==> src/rtl/skipring_mc.sv <==
// Multi-channel clock-skip sequencer: shared ring position, per-channel double-buffered skip masks.
// Optional per-frame skip statistics enabled by defining SKIPRING_SKIPSTAT_EN.
module skipring_mc #(
    parameter int LEN = 16,
    parameter int CH  = 4,
    parameter int LW  = $clog2(LEN),
    parameter int CW  = (CH > 1) ? $clog2(CH) : 1
) (
    input  logic                  iCLK,
    input  logic                  nRST,
    input  logic                  E,
    input  logic [LW-1:0]         LENM1,
    input  logic                  WE,
    input  logic [CW-1:0]         WCH,
    input  logic [LEN-1:0]        WMASK,
    output logic [CH-1:0]         oCLK,
    output logic                  oB0,
    output logic [LW-1:0]         oPOS,
    output logic                  oPEND,
    output logic [CH*(LW+1)-1:0]  oSKIPS
);

    localparam logic [LW-1:0] LMAX = LW'(LEN - 1);

    logic [LW-1:0]  pos;
    logic [LW-1:0]  lim;
    logic           wrap;
    logic           commit;
    logic           wr_ok;
    logic           pend;
    logic [LEN-1:0] amask  [CH];
    logic [LEN-1:0] shadow [CH];

    always_comb begin
        lim    = (int'(LENM1) > LEN - 1) ? LMAX : LENM1;
        wrap   = (pos >= lim);
        wr_ok  = WE && (int'(WCH) < CH);
        commit = pend && (!E || wrap);
    end

    always_ff @(negedge iCLK or negedge nRST) begin
        if (!nRST) begin
            pos <= '0;
        end else if (E) begin
            pos <= wrap ? '0 : pos + LW'(1);
        end
    end

    // A write in the commit cycle keeps pend set; the copy below still takes pre-write shadows.
    always_ff @(negedge iCLK or negedge nRST) begin
        if (!nRST) begin
            pend <= 1'b0;
        end else if (wr_ok) begin
            pend <= 1'b1;
        end else if (commit) begin
            pend <= 1'b0;
        end
    end

    always_ff @(negedge iCLK or negedge nRST) begin
        if (!nRST) begin
            for (int unsigned c = 0; c < CH; c++) begin
                shadow[c] <= '0;
            end
        end else if (wr_ok) begin
            shadow[WCH] <= WMASK;
        end
    end

    always_ff @(negedge iCLK or negedge nRST) begin
        if (!nRST) begin
            for (int unsigned c = 0; c < CH; c++) begin
                amask[c] <= '0;
            end
        end else if (commit) begin
            for (int unsigned c = 0; c < CH; c++) begin
                amask[c] <= shadow[c];
            end
        end
    end

    // Gate depends only on registers that move while iCLK is low, so no glitch reaches oCLK.
    always_comb begin
        oCLK = '0;
        for (int unsigned c = 0; c < CH; c++) begin
            oCLK[c] = iCLK & ~(E & amask[c][pos]);
        end
    end

    assign oB0   = E & (pos == '0);
    assign oPOS  = pos;
    assign oPEND = pend;

`ifdef SKIPRING_SKIPSTAT_EN
    logic [LW:0] acc  [CH];
    logic [LW:0] last [CH];

    always_ff @(negedge iCLK or negedge nRST) begin
        if (!nRST) begin
            for (int unsigned c = 0; c < CH; c++) begin
                acc[c]  <= '0;
                last[c] <= '0;
            end
        end else if (E) begin
            for (int unsigned c = 0; c < CH; c++) begin
                if (wrap) begin
                    last[c] <= acc[c] + (LW+1)'(amask[c][pos]);
                    acc[c]  <= '0;
                end else begin
                    acc[c]  <= acc[c] + (LW+1)'(amask[c][pos]);
                end
            end
        end
    end

    always_comb begin
        oSKIPS = '0;
        for (int unsigned c = 0; c < CH; c++) begin
            oSKIPS[c*(LW+1) +: (LW+1)] = last[c];
        end
    end
`else
    assign oSKIPS = '0;
`endif

endmodule

==> config.mk <==
export PLATFORM = sky130hd
export DESIGN_NAME = skipring_mc
export DESIGN_NICKNAME = d
export VERILOG_FILES = /design/src/rtl/skipring_mc.sv
export SDC_FILE = /design/constraint.sdc
export NUM_CORES = 1
export LEC_CHECK = 0
export CAP_MARGIN = 30
export CORE_ASPECT_RATIO = 0.8
export CORE_MARGIN = 10
export CORE_UTILIZATION = 62
export DETAILED_ROUTE_END_ITERATION = 10
export PLACE_DENSITY = 0.85
export SETUP_SLACK_MARGIN = 0.05
export SYNTH_ARGS = -nofsm -noshare
export SYNTH_HDL_FRONTEND = slang
export SYNTH_SLANG_ARGS = --single-unit
==> constraint.sdc <==
create_clock -name iCLK -period 5.4 [get_ports iCLK]
set_input_delay 1.08 -clock iCLK [delete_from_list [all_inputs] [get_ports iCLK]]
set_output_delay 1.08 -clock iCLK [all_outputs]
set_load 0.05 [all_outputs]
# == Word level (Yosys, flattened, before mapping) ==
# Index checks and enable logic that the tools add are counted.
# classes
bitwise,14
add_sub_neg,1
n_mul,0
reduce_logical,6
shifts,0
n_eq_ne,0
n_div,0
magnitude_cmp,4
muxes,14
# op_table
cell,count
bitwise mux 64 bit,1
demux 16 bit (select 2 bit),1
binary-select mux 1 bit (select 4 bit),4
2-to-1 mux 16 bit,1
AND 1 bit,9
2-to-1 mux 1 bit,6
less-than comparator 4 x 5 -> 1 bit (second input constant),1
adder 4 x 1 -> 4 bit (second input constant),1
greater-or-equal comparator 4 bit,1
logical NOT 4 bit,1
2-to-1 mux 4 bit,1
NOT 1 bit,4
greater-or-equal comparator 3 bit (second input constant),1
less-than comparator 3 x 1 -> 1 bit (second input constant),1
NOT 2 -> 3 bit,1
logical AND 1 bit,2
nonzero test 2 bit,1
logical NOT 1 bit,1
logical OR 1 bit,1
# totals
input_bits,26
ramBits,0
memories,0
register_bits,133
mem_bits_ro,0
latchBits,0
wordCells,49

# == Depth between registers and ports, before layout ==
# depth
ltp_word,6
mapped_depth,11
ltp_nobuf,7

==> metrics.txt <==
WL/cell 31.1 um; normalized max-slew margin 46.3%; max incr delay on CP 500 ps; DR pass1 iterations 6; Crit path arrival time 5210 ps; DP HPWL 9300 um; core region area 9690 um^2; CTS Hold Bufs 0; synthesized area per cell 16.0 um^2; Via Count 4189; Port-buffer cells 35; mean number of vias per cell 6.39; final hold vios 0; Buf/Inv on CP 3; Synth Warn # 0; final antenna-violating net count 0; worst-margin pin slew 803 ps; Critical Path Source Type flip-flop; chip width 132 um; Cell Area, Placed 7170 um^2; register area share after synthesis 53.6%; commonest non-fill, non-tap cell in the layout dfrtn_1; clk slew on worst S/H paths 50 ps; most frequent cells in the layout 133 x dfrtn_1, 72 x mux2_4, 72 x mux2_2; TritonCTS clock tree built; cell count after synthesis 387; design area 8450 um^2; worst hold-check path type flip-flop to flip-flop; share of layout cells above drive strength 1 60.2%; Crit path max-delay family multiplexers; Die H 110 um; Iter 0 DRT Violations 514; initial antenna violation count 0; #FFs+latches synth 133; utilization after layout 87.2%; largest net degree at the start of global routing 61; Pwr Density 701 nW/um^2; cells along the critical path buf_4, buf_12, mux4_2, mux2_4, a21oi_4, buf_6; violated checks negative setup slack; status finished, violations left; clk_skew 13.2 ps; Worst Path Max Fanout 5; RSZ-0062 raised after global routing yes; Row Count 32; P_leak 0.00389 uW; Setup-failing EPs final 14; vias in the first global route 4481; Initial Util 64.1%; crit path capture type primary output; Setup TNS -4190 ps; fill count 360; Die ar. 14400 um^2; Ant. Diodes 0; P&R area growth vs syn 36.0%; Mapped Area 6210 um^2; pins over their slew limit 0; VDD IR-drop max 371 uV; Crit Path Class flip-flop to primary output; first-pass GRT wire length 27200 um; Worst Path Required 4320 ps; clock latency at the later pin of the worst-skew pair 540 ps; Global Route Usage Sum 25.6%; remaining global-route overflow 0; MaxCap Viol Count 0; Remaining DRCs 0; worst setup margin -895 ps; # IOs 56; Final nets 540; Crit-path slowest cell dfrtn_1; GPL Wtd Cong 0.800; routed wire length 20400 um; Cell variety after synth 40
-- repair_timing --
item | in CTS | in global routing
gates resized for setup | 73 | 29
pin swaps | 9 | 7
buffers inserted | 6 | 5
cloned | 1 | 5
endpoints found under the setup margin | 14 | 77
-- registers in the layout, summed over array words and instances, names as in the netlist --
name	cells
shadow	64
amask	64
oPOS	4
oPEND	1
-- layout make-up --
class / instances / area, um^2 / area share (%)
flip-flops and latches: 133 / 3330 / 39.4
clock inverters: 11 / 196 / 2.33
repair buffers: 112 / 1210 / 14.4
multi-input cells: 228 / 2890 / 34.2
inverters: 8 / 35.0 / 0.415
well taps: 136 / 170 / 2.01
clock buffers: 28 / 619 / 7.33
-- routing by layer --
metal | wire length, um | track usage (%) | vias to the layer above | share of wire, %
met5 | 0 | 0 | - | 0
met4 | 1150 | 17.1 | 0 | 5.7
met3 | 1760 | 9.71 | 103 | 8.7
met2 | 9620 | 40.1 | 321 | 47
met1 | 7850 | 29.3 | 2160 | 38
li1 | - | - | 1605 | -
-- final timing paths --
kind,from,to,slack [ps],depth (start not counted)
setup / recovery,oPOS[0],oCLK[3],-890,6
hold / removal,shadow[63],amask[63],460,1
setup reg to reg,oPOS[0],amask[14],2540,13
hold reg to reg,shadow[63],amask[63],460,1
max in group asynchronous,nRST,amask[25],1600,2
min in group asynchronous,nRST,amask[16],3070,1
-- stage by stage --
step                      setup slack, ps  hold WS, ps  total power [uW]  cells
after floorplan                      -521          433              2960    406
after global placement               -720          443              3540    605
after detailed placement             -847          446              3630    605
after CTS                            -757          449              5480    647
after global routing                 -910          468              6060    656
final                                -895          457              5930    656
-- synthesized netlist by cell type (all sizes together) --
library cell / n / area, um^2
nand2b: 2 / 12.5
o21ai: 6 / 41.3
conb: 1 / 3.75
o22ai: 1 / 6.26
nor3: 1 / 5.00
nand3b: 2 / 15.0
nand2: 4 / 31.3
nor4b: 1 / 8.76
mux2i: 5 / 50.1
buf: 36 / 342
ha: 6 / 75.1
o221ai: 4 / 35.0
mux2: 144 / 1850
nor2: 2 / 7.51
inv: 8 / 30.0
clkbuf: 2 / 7.51
mux4: 8 / 203
a21o: 1 / 7.51
a21oi: 5 / 28.8
a211oi: 1 / 20.0
dfrtn: 133 / 3330
o311ai: 4 / 35.0
a211o: 1 / 8.76
nand3: 6 / 30.0
o21bai: 1 / 7.51
nor3b: 2 / 20.0
-- report_power, final --
group | internal, uW | switching [uW] | leakage (uW)
Combinational | 1320 | 1010 | 0.00189
Clock | 1120 | 752 | 0.000420
Sequential | 1380 | 340 | 0.00158
Total | 3820 | 2100 | 0.00389
-- logic make-up after synthesis --
family / synth area share (%)
compound gates: 3.06
fa+ha+maj: 1.21
buf+inv: 6.11
flops: 53.6
mux: 33.9
other cells: 0.0604
simple gates: 2.10
Power figures use the tool's default switching activity.
